$ cat src/rtl/multi_chan_trig.sv
`default_nettype none
// ============================================================================
// Module   : multi_chan_trig
// Function : N-channel edge/level trigger with AND/OR combine, arm holdoff,
//            N-th match counting, sticky flag and one-cycle strobe.
//            Optional macro TRIG_TSTAMP_EN adds an arm-to-trigger timestamp.
// Revision : 1.0
// ============================================================================
module multi_chan_trig #(
  parameter int NUM_CH = 4,
  parameter int CNT_W  = 8,
  parameter int HOLD_W = 16,
  parameter int TS_W   = 32
) (
  input  logic                clk,
  input  logic                rst,
  input  logic                armed,
  input  logic [NUM_CH-1:0]   chH,
  input  logic [NUM_CH-1:0]   chL,
  input  logic [5*NUM_CH-1:0] trig_cfg,
  input  logic                comb_and,
  input  logic [CNT_W-1:0]    match_cnt,
  input  logic [HOLD_W-1:0]   holdoff,
  output logic                trig_pulse,
  output logic                triggered,
  output logic [TS_W-1:0]     trig_ts,
  output logic [1:0]          state_o
);

  typedef enum logic [1:0] {
    IDLE  = 2'd0,
    HOLD  = 2'd1,
    ARMED = 2'd2,
    TRIGD = 2'd3
  } state_t;

  state_t              state_q, state_d;
  logic [NUM_CH-1:0]   s_h_q, s_l_q, p_h_q, p_l_q;
  logic [NUM_CH-1:0]   cond, ch_en;
  logic                hit, hit_q;
  logic [CNT_W-1:0]    cnt_q, cnt_d, cnt_inc, need;
  logic [HOLD_W-1:0]   hold_q, hold_d;
  logic                trig_pulse_q, trig_pulse_d;
  logic                triggered_q, triggered_d;

  for (genvar c = 0; c < NUM_CH; c++) begin : g_ch
    logic [4:0] cfg;
    logic       rise, fall, hl, ll;
    assign cfg      = trig_cfg[5*c +: 5];
    assign rise     = s_h_q[c] & ~p_h_q[c];
    assign fall     = ~s_l_q[c] & p_l_q[c];
    assign hl       = s_h_q[c];
    assign ll       = ~s_l_q[c];
    assign ch_en[c] = |cfg;
    assign cond[c]  = (|(cfg[4:1] & {rise, fall, hl, ll})) | cfg[0];
  end

  // Disabled channels are neutral in either combine mode; no enabled channel never hits.
  assign hit = (|ch_en) & (comb_and ? (&(cond | ~ch_en)) : (|(cond & ch_en)));

  always_ff @(posedge clk or posedge rst) begin
    if (rst) begin
      s_h_q        <= '0;
      s_l_q        <= '0;
      p_h_q        <= '0;
      p_l_q        <= '0;
      hit_q        <= 1'b0;
      state_q      <= IDLE;
      cnt_q        <= '0;
      hold_q       <= '0;
      trig_pulse_q <= 1'b0;
      triggered_q  <= 1'b0;
    end else begin
      s_h_q        <= chH;
      s_l_q        <= chL;
      // While idle the history follows the fresh sample, so levels present at arm are not edges.
      p_h_q        <= (state_q == IDLE) ? chH : s_h_q;
      p_l_q        <= (state_q == IDLE) ? chL : s_l_q;
      hit_q        <= hit;
      state_q      <= state_d;
      cnt_q        <= cnt_d;
      hold_q       <= hold_d;
      trig_pulse_q <= trig_pulse_d;
      triggered_q  <= triggered_d;
    end
  end

  assign cnt_inc = (cnt_q == '1) ? cnt_q : cnt_q + CNT_W'(1);
  assign need    = (match_cnt == '0) ? CNT_W'(1) : match_cnt;

  always_comb begin
    state_d      = state_q;
    cnt_d        = cnt_q;
    hold_d       = hold_q;
    trig_pulse_d = 1'b0;
    triggered_d  = triggered_q;
    if (!armed) begin
      state_d     = IDLE;
      cnt_d       = '0;
      hold_d      = '0;
      triggered_d = 1'b0;
    end else begin
      case (state_q)
        IDLE: begin
          cnt_d = '0;
          if (holdoff != '0) begin
            state_d = HOLD;
            hold_d  = holdoff;
          end else begin
            state_d = ARMED;
          end
        end
        HOLD: begin
          if (hold_q != '0) hold_d = hold_q - HOLD_W'(1);
          if (hold_q <= HOLD_W'(1)) state_d = ARMED;
        end
        ARMED: begin
          if (hit_q) begin
            cnt_d = cnt_inc;
            if (({1'b0, cnt_q} + (CNT_W+1)'(1)) >= {1'b0, need}) begin
              state_d      = TRIGD;
              trig_pulse_d = 1'b1;
              triggered_d  = 1'b1;
            end
          end
        end
        default: ;
      endcase
    end
  end

  assign trig_pulse = trig_pulse_q;
  assign triggered  = triggered_q;
  assign state_o    = state_q;

`ifdef TRIG_TSTAMP_EN
  logic [TS_W-1:0] ts_q, trig_ts_q;

  always_ff @(posedge clk or posedge rst) begin
    if (rst) begin
      ts_q      <= '0;
      trig_ts_q <= '0;
    end else begin
      if (state_q == IDLE)
        ts_q <= '0;
      else if ((state_q == HOLD || state_q == ARMED) && ts_q != '1)
        ts_q <= ts_q + TS_W'(1);
      // The +1 counts the arm cycle itself.
      if (!armed)
        trig_ts_q <= '0;
      else if (state_q == ARMED && state_d == TRIGD)
        trig_ts_q <= (ts_q == '1) ? ts_q : ts_q + TS_W'(1);
    end
  end

  assign trig_ts = trig_ts_q;
`else
  assign trig_ts = '0;
`endif

endmodule
`default_nettype wire

$ cat config.mk
export PLATFORM = sky130hd
export DESIGN_NAME = multi_chan_trig
export DESIGN_NICKNAME = d
export VERILOG_FILES = /design/src/rtl/multi_chan_trig.sv
export SDC_FILE = /design/constraint.sdc
export NUM_CORES = 1
export LEC_CHECK = 0
export CAP_MARGIN = 30
export CORE_ASPECT_RATIO = 1.25
export CORE_MARGIN = 4
export CORE_UTILIZATION = 48
export CTS_CLUSTER_SIZE = 40
export DETAILED_ROUTE_END_ITERATION = 8
export GPL_TIMING_DRIVEN = 0
export HOLD_SLACK_MARGIN = 0.06
export PLACE_DENSITY = 0.81
export SYNTH_ARGS = -nofsm -noshare
export SYNTH_HDL_FRONTEND = slang
export SYNTH_SLANG_ARGS = --single-unit
export TNS_END_PERCENT = 1
$ cat constraint.sdc
create_clock -name clk -period 3.6 [get_ports clk]
set_clock_uncertainty 0.2 [all_clocks]
set_input_delay 0.72 -clock clk [delete_from_list [all_inputs] [get_ports clk]]
set_output_delay 0.72 -clock clk [all_outputs]
set_load 0.03 [all_outputs]
==> flow_metrics.tcl, run 1 <==
set metrics [dict create \
    yosys_warnings 0 \
    core_area_um2 6250 \
    grt_usage 0.204 \
    grt_pass1_wl_um 12900 \
    grt.overflow.total 0 \
    slowest_delay_ns 0.46 \
    cts.sinks 45 \
    leakagePower_uw 0.00184 \
    crit_chain "clkdlybuf4s50_1 -> nor4_1 -> nand4_1 -> mux2i_2 -> buf_2 -> a211oi_1 -> o32ai_1" \
    cts_hold_buf 0 \
    start_util 0.502 \
    dominantRegCellSynth "dfrtp_1" \
    syn_to_final_growth_pct 29.8 \
    place_congestion 0.895 \
    core.rowCount 32 \
    path_max_fanout 10 \
    rsz0062_at_grt "false" \
    fmax_mhz 330 \
    yosysTopAreaCell "dfrtp_1" \
    nNetsFinal 509 \
    routed_wl_um 8000 \
    min_period_ns 3.03 \
    sequentialPowerShare 0.329 \
    slew_headroom 0.490 \
    htreeDepth 2 \
    wl_per_cell_um 15.2 \
    crit_family "buffers and inverters" \
    finalHoldWorstSlack_ns 0.298 \
    synth_area_leaders "dfrtp_1 (36%), buf_4 (7.9%), ha_1 (5.6%)" \
    fin_tns_setup_ns 0 \
    cts_tree "done" \
    drc_errors 0 \
    drt_iter0_drc 161 \
    hold_class "reg2reg" \
    p_sw_uw 966 \
    power_density_nw_per_um2 549 \
    postSynthCellCount 341 \
    worst-slew-pin-transition_ns 0.765 \
    antenna_found_initial 0 \
    port_buffers 59 \
    die_y_um 98.3 \
    vias 2959 \
    detail-route-antenna-nets 0 \
    max-vdd-ir-drop_mv 0.344 \
    cts_buffers 5 \
    outcome "completed" \
    cts_setup_buffers 0 \
    clkTransAtPathRegs_ns 0.09 \
    ys_seq_area_frac 0.359 \
    io_pins 92 \
    final_cell_mix "clkdlybuf4s50_1 (59), dfrtp_1 (45), buf_4 (33), conb_1 (32), a21oi_1 (26)" \
    cts_resized 0 \
    cts.root.buffer_cell "clkbuf_8" \
    synth_area_per_cell_um2 9.19 \
    synth_top_area_frac 0.359 \
    clk_path_buf_depth 2 \
    fin_crit_sh 0.843 \
    mappedNetlistArea_um2 3130 \
    drive_gt1_frac 0.164 \
    critPathLaunchType "input port" \
    required_ns 3.58 \
    critical_path_class "in2reg" \
    synthArstFlopShare 1.00 \
    setup_viol 0 \
    synth-edff-count 0 \
    grt_pass1_vias 2909 \
    critical_path_buf_inv_count 2 \
    combPwrFrac 0.520 \
    drv_cap 0 \
    hold_viol 0 \
    p_sw_frac 0.433 \
    worstPathArrival_ns 3.01 \
    dp_hpwl_um 6390 \
    synth-seq-cells 45 \
    yosysUniqueCellTypes 55 \
    grt_max_degree 32 \
    slew_viol_final 0 \
    fin_area_um2 4070 \
    final_common_cell "clkdlybuf4s50_1" \
    drt_first_pass_iters 5 \
    avgViaCountPerCell 5.64 \
    die_area_um2 7890 \
    cp_slowest_cell "mux2i_2" \
    worst_setup_path_end_kind "flip-flop" \
    antenna_cells 0 \
    placed_area_um2 3970 \
    intPower_uw 1270 \
    reg2reg_slack_ns 0.72 \
    clock_latency_ns 0.30 \
    clock_power_share 0.151 \
    die_x_um 80.3 \
]
==> worst reg2reg max path, cell delays in order, from the launching register on <==
cell	delay (ns)
dfrtp_1	0.41
ha_1	0.26
and3_1	0.23
nand3_1	0.11
xnor2_1	0.23
ha_1	0.28
and3_1	0.20
a221oi_1	0.27
o211ai_1	0.19
o2111ai_1	0.26
o21ai_0	0.12
==> cell families after synthesis <==
group | share of synthesized area
AND/OR/NAND/NOR | 0.171
multiplexers | 0.0431
buffers and inverters | 0.122
other | 0.00120
flip-flops | 0.359
XOR/XNOR | 0.0168
adder cells (fa/ha/maj) | 0.0559
AO/OA/AOI/OAI | 0.230
==> power by group through the flow <==
stage | clock network [uW] | registers [uW] | logic [uW]
floorplan | 0 | 727 | 835
global placement | 0 | 736 | 1100
detailed placement | 0 | 741 | 1130
CTS | 345 | 732 | 1140
global route | 360 | 750 | 1250
finish | 337 | 734 | 1160
==> layout make-up <==
cell class	instances	area, um2
timing repair buffer	60	611
multi-input combinational	265	1740
clock buffer	6	82.6
inverter	16	60.1
clock inverter	2	17.5
fill	552	2180
buffer	46	322
tap	85	106
sequential	45	1130
==> layer usage <==
metal	vias to the layer above	GRT usage	wire length (um)
met4	0	0.0715	194
met1	1395	0.232	2960
met2	145	0.378	4220
li1	1401	-	-
met5	-	0	0
met3	18	0.0295	626
==> flip-flops by register name, summed over array words and instances, names as in the netlist, 2 cells and up <==
name and cells:
s_l_q 4, p_l_q 4, cnt_q 8, p_h_q 4
hold_q 16, state_o 2, s_h_q 4
==> final timing paths <==
check | start | to | depth (start not counted)
hold reg to reg | triggered | triggered | 1
setup reg to reg | cnt_q[0] | state_o[0] | 10
min in group asynchronous | rst | hold_q[4] | 2
hold / removal | triggered | triggered | 1
max in group asynchronous | rst | cnt_q[2] | 3
setup / recovery | holdoff[6] | hold_q[4] | 7
==> metrics by stage <==
step                worst slack (ns)  total power (uW)  utilization  cells
floorplan                       1.06              1560            -    372
global placement               0.368              1840        0.632    516
detailed placement             0.260              1870        0.635    517
CTS                            0.580              2220        0.651    525
global route                   0.367              2360        0.651    525
finish                         0.566              2230        0.651    525
==> Yosys cell counts, types with 9 or more instances <==
cell and count:
dfrtp_1 45, buf_4 33, a21oi_1 26, nand2_1 23
nor2_1 21, ha_1 14, inv_1 14, o21ai_0 14
and3_1 9, mux2_2 9, nor3_1 9, nor4_1 9
o31ai_2 9
(Power assumes the default switching activity.)
==> run 2, diff against run 1 <==
==> constraint.sdc (replaced) <==
create_clock -name clk -period 2.8 [get_ports clk]
set_clock_uncertainty 0.2 [all_clocks]
set_input_delay 0.56 -clock clk [delete_from_list [all_inputs] [get_ports clk]]
set_output_delay 0.56 -clock clk [all_outputs]
set_load 0.03 [all_outputs]
==> run 2 against run 1 <==
  * Clock power up 28%
  * Power up 30%
  * Die area unchanged
  * Cell count up 0.19%
  * Routed wire length up 3.0%
  * Global-route usage up 0.12 points
  * Core utilization up 1.2 points
==> flow_metrics.tcl, run 2 (synthesized netlist as in run 1, its figures left out) <==
set metrics [dict create \
    outcome "completed" \
    detail-route-antenna-nets 0 \
    fillers 536 \
    hold_start "triggered" \
    hold_viol 0 \
    grt_max_degree 32 \
    drt_first_pass_iters 5 \
    drive_gt1_frac 0.186 \
    worstPathArrival_ns 2.72 \
    grt_usage 0.205 \
    worst-slew-pin-transition_ns 0.742 \
    cts_buffers 5 \
    hold_class "reg2reg" \
    final_common_cell "clkdlybuf4s50_1" \
    seqCellArea_um2 1130 \
    p_sw_uw 1260 \
    dp_hpwl_um 6390 \
    drv_cap 0 \
    antenna_found_initial 0 \
    grt.overflow.total 0 \
    start_util 0.502 \
    worst_setup_path_end_kind "flip-flop" \
    setup_viol 0 \
    multiInputGateArea_um2 1810 \
    top_regs "hold_q x16, cnt_q x8" \
    dp.cells 517 \
    cts_tree "done" \
    max-vdd-ir-drop_mv 0.443 \
    clkTransAtPathRegs_ns 0.08 \
    core_area_um2 6250 \
    cts.root.buffer_cell "clkbuf_8" \
    slew_viol_final 0 \
    vias 2945 \
    core.rowCount 32 \
    clock_power_share 0.149 \
    antenna_cells 0 \
    die_y_um 98.3 \
    avgViaCountPerCell 5.60 \
    leakagePower_uw 0.00186 \
    setup.worst_path.start "match_cnt[4]" \
    combPwrFrac 0.525 \
    clock_latency_ns 0.30 \
    top_register "hold_q" \
    power_density_nw_per_um2 700 \
    port_buffers 59 \
    intPower_uw 1640 \
    grt_pass1_wl_um 13000 \
    die_x_um 80.3 \
    syn_to_final_growth_pct 32.3 \
    rsz0062_at_grt "true" \
    sequentialPowerShare 0.326 \
    clk_path_buf_depth 2 \
    routed_wl_um 8230 \
    wl_per_cell_um 15.6 \
    drc_errors 0 \
    largest_reg_flops 16 \
    final_util 0.663 \
    grt_pass1_vias 2927 \
    finalPower_uw 2900 \
    finalHoldWorstSlack_ns 0.297 \
    cts.sinks 45 \
    fmax_mhz 364 \
    path_max_fanout 2 \
    min_period_ns 2.74 \
    final_cell_mix "clkdlybuf4s50_1 (59), dfrtp_1 (45), buf_4 (34), conb_1 (32), a21oi_1 (26)" \
    die_area_um2 7890 \
    place_congestion 0.895 \
    p_sw_frac 0.434 \
    slew_headroom 0.505 \
    fin_crit_sh 0.980 \
    htreeDepth 2 \
    worstReg2RegStart "cnt_q[0]" \
    critical_path_class "in2reg" \
    stdcell_count 526 \
    nNetsFinal 510 \
    required_ns 2.77 \
    critPathLaunchType "input port" \
    io_pins 92 \
    drt_iter0_drc 155 \
]
run 2: changes by cell type in the layout (fill, tap and decap cells not counted), moves of 2 or more:
cell | previous run | this run
nor4_1 | 9 | 7
xnor2_2 | 0 | 2
xnor2_1 | 4 | 2
and3_1 | 9 | 7
nor4_2 | 1 | 3
and3_4 | 1 | 3
run 2: cell type report:
class	count	area share
timing repair buffer	61	0.149
clock inverter	2	0.00423
clock buffer	6	0.0199
tap	85	0.0257
buffer	46	0.0776
multi-input combinational	265	0.437
inverter	16	0.0145
sequential	45	0.272
run 2: routing by layer:
layer  track usage  wire length (um)
met4        0.0715               212
met1         0.232              3050
met2         0.382              4380
met3        0.0295               589
met5             0                 0
run 2: power groups by stage:
stage | clock network, uW | logic (uW) | registers, uW
finish | 433 | 1520 | 945
global route | 463 | 1630 | 963
CTS | 444 | 1470 | 940
detailed placement | 0 | 1450 | 952
global placement | 0 | 1410 | 946
floorplan | 0 | 1070 | 935
run 2: per-stage QoR:
step                setup slack, ns  TNS [ns]  instance area, um2
floorplan                     0.262         0                3250
global placement             -0.272     -2.36                3950
detailed placement           -0.380     -4.24                3970
CTS                         0.00599         0                4100
global route                -0.0967    -0.251                4140
finish                       0.0560         0                4140
run 2: worst paths after layout:
check / to / slack, ns / cells after the start
min in group asynchronous: hold_q[4] / 0.34 / 2
max: state_o[0] / 0.06 / 9
max in group asynchronous: cnt_q[2] / 1.58 / 3
max reg2reg: state_o[0] / 0.08 / 10
min: triggered / 0.30 / 1
min reg2reg: triggered / 0.30 / 1
run 2: timing repair:
item	CTS	global route
setup buffers	1	0
cloned	0	0
setup endpoints to repair	3	17
resized for setup	4	7
hold buffers	0	0
pin swaps	0	6
run 2: critical path, cell delays in order:
cell and delay [ns]:
clkdlybuf4s50_1 0.44, nor4_2 0.31, a41o_1 0.22, ha_1 0.22, nand2b_1 0.15, a211oi_2 0.25
o211ai_1 0.17, o2111ai_1 0.27, o21ai_0 0.12
==> run 3, diff against run 2 <==
--- a/config.mk
+++ b/config.mk
@@ -8,12 +8,11 @@
 export CAP_MARGIN = 30
 export CORE_ASPECT_RATIO = 1.25
 export CORE_MARGIN = 4
-export CORE_UTILIZATION = 48
+export CORE_UTILIZATION = 30
 export CTS_CLUSTER_SIZE = 40
 export DETAILED_ROUTE_END_ITERATION = 8
 export GPL_TIMING_DRIVEN = 0
 export HOLD_SLACK_MARGIN = 0.06
-export PLACE_DENSITY = 0.81
 export SYNTH_ARGS = -nofsm -noshare
 export SYNTH_HDL_FRONTEND = slang
 export SYNTH_SLANG_ARGS = --single-unit
==> run 3 against run 2 <==
  * Clock-buffer cell count shrank 1
  * Non-clock buffer count unchanged
  * Via count down 1.7%
  * First-iteration DRC count decreased by 23%
  * Sequential share of layout area decreased by 0.62 points
  * Clock power is 38% higher
  * Register-to-register slack better by 0.05 ns
  * Core utilization fell by 25 points
==> flow_metrics.tcl, run 3 (synthesized netlist as in run 1, its figures left out) <==
set metrics [dict create \
    vias 2895 \
    met3_usage 0.0279 \
    syn_to_final_growth_pct 35.3 \
    power_density_nw_per_um2 718 \
    max-vdd-ir-drop_mv 0.313 \
    final_cell_mix "clkdlybuf4s50_1 (59), dfrtp_1 (45), buf_4 (34), conb_1 (32), a21oi_1 (26)" \
    drt_iter0_drc 120 \
    port_buffers 59 \
    reg2reg_slack_ns 0.13 \
    dp_hpwl_um 6520 \
    die_area_um2 12200 \
    drt_first_pass_iters 8 \
    antenna_found_initial 0 \
    cts_tree "done" \
    worst-slew-pin-transition_ns 0.773 \
    leakagePower_uw 0.00187 \
    outcome "completed" \
    critPathLaunchType "input port" \
    setup_viol 0 \
    core.rowCount 41 \
    required_ns 2.76 \
    hold_class "reg2reg" \
    drv_cap 0 \
    routed_wl_um 8580 \
    htreeDepth 2 \
    detail-route-antenna-nets 0 \
    cts.sinks 45 \
    antenna_cells 0 \
    slew_viol_final 0 \
    hold_viol 0 \
    io_pins 92 \
    final_util 0.417 \
    clkTransAtPathRegs_ns 0.07 \
    grt_usage 0.138 \
    final_common_cell "clkdlybuf4s50_1" \
    die_x_um 99.4 \
    min_period_ns 2.67 \
    worstPathArrival_ns 2.63 \
    top_regs "hold_q x16, cnt_q x8" \
    top_usage_layer "met2" \
    die_y_um 122 \
    nNetsFinal 510 \
    path_max_fanout 2 \
    clock_latency_ns 0.29 \
    critical_path_class "in2reg" \
    largest_reg_flops 16 \
    worst_setup_path_end_kind "flip-flop" \
    fin_tns_setup_ns 0 \
    start_util 0.308 \
    avgViaCountPerCell 5.08 \
    top_register "hold_q" \
    fin_area_um2 4240 \
    fin_crit_sh 0.953 \
    core_area_um2 10200 \
    grt_max_degree 35 \
    fmax_mhz 375 \
    clk_path_buf_depth 2 \
    placed_area_um2 4020 \
    drive_gt1_frac 0.184 \
    drc_errors 0 \
    grt_pass1_wl_um 13600 \
    cts_buffers 5 \
    grt_pass1_vias 2754 \
    wl_per_cell_um 15.0 \
    slew_headroom 0.485 \
    use_met2 0.252 \
    use_met1 0.166 \
    pre_cts_ws_ns -0.211 \
    place_congestion 0.898 \
    cts.root.buffer_cell "clkbuf_16" \
    fin_ws_ns 0.132 \
    grt.overflow.total 0 \
]
==> run 3: changes by cell type in the layout (fill, tap and decap cells not counted), sizes merged <==
cell / before / now
clkinv: 3 / 2
clkbuf: 12 / 11
clkinvlp: 0 / 3
inv: 15 / 14
==> run 3: timing repair <==
action                     CTS  global route
cloned                       0             0
hold buffers                 0             0
gates resized for setup      2             9
setup endpoints to repair    3            15
pin swaps                    0             3
buffers inserted             1             0
==> run 3: worst max-delay path: stages <==
cell and delay (ns):
clkdlybuf4s50_1 0.43, nor4_2 0.28, a41o_1 0.21, ha_1 0.22, nand2b_1 0.14, a211oi_1 0.29, o211ai_1 0.16, o2111ai_1 0.21
o21ai_0 0.13
==> run 3: per-layer routing <==
layer / up-vias / routed length (um)
li1: 1403 / -
met4: 0 / 89
met5: - / 0
met3: 10 / 609
met1: 1361 / 3410
met2: 121 / 4460
==> run 3: area by class of cell <==
type	count	area, um2
Multi-Input combinational cell	265	1810
Tap cell	129	161
Sequential cell	45	1130
Inverter	16	60.1
Fill cell	1041	5920
Clock inverter	3	22.5
Timing Repair Buffer	61	618
Buffer	46	322
Clock buffer	5	125
==> run 3: worst paths after layout <==
| path | start | to | cells past startpoint |
|---|---|---|---|
| worst min register to register | triggered | triggered | 1 |
| worst max-delay path | match_cnt[4] | state_o[0] | 9 |
| min in group asynchronous | rst | hold_q[11] | 2 |
| worst max register to register | cnt_q[1] | state_o[0] | 10 |
| worst min-delay path | triggered | triggered | 1 |
| max in group asynchronous | rst | p_l_q[0] | 3 |
==> run 3: through the flow <==
| step | power (uW) | instances | hold WS [ns] |
|---|---|---|---|
| after floorplan | 2010 | 372 | 0.268 |
| after global placement | 2400 | 560 | 0.264 |
| after detailed placement | 2420 | 561 | 0.269 |
| after CTS | 3030 | 570 | 0.285 |
| after global routing | 3240 | 570 | 0.290 |
| final | 3040 | 570 | 0.280 |
==> run 3: where the power goes <==
part / total [uW] / internal [uW] / switching [uW]
Sequential: 945 / 807 / 139
Combinational: 1500 / 628 / 875
Clock: 596 / 331 / 265
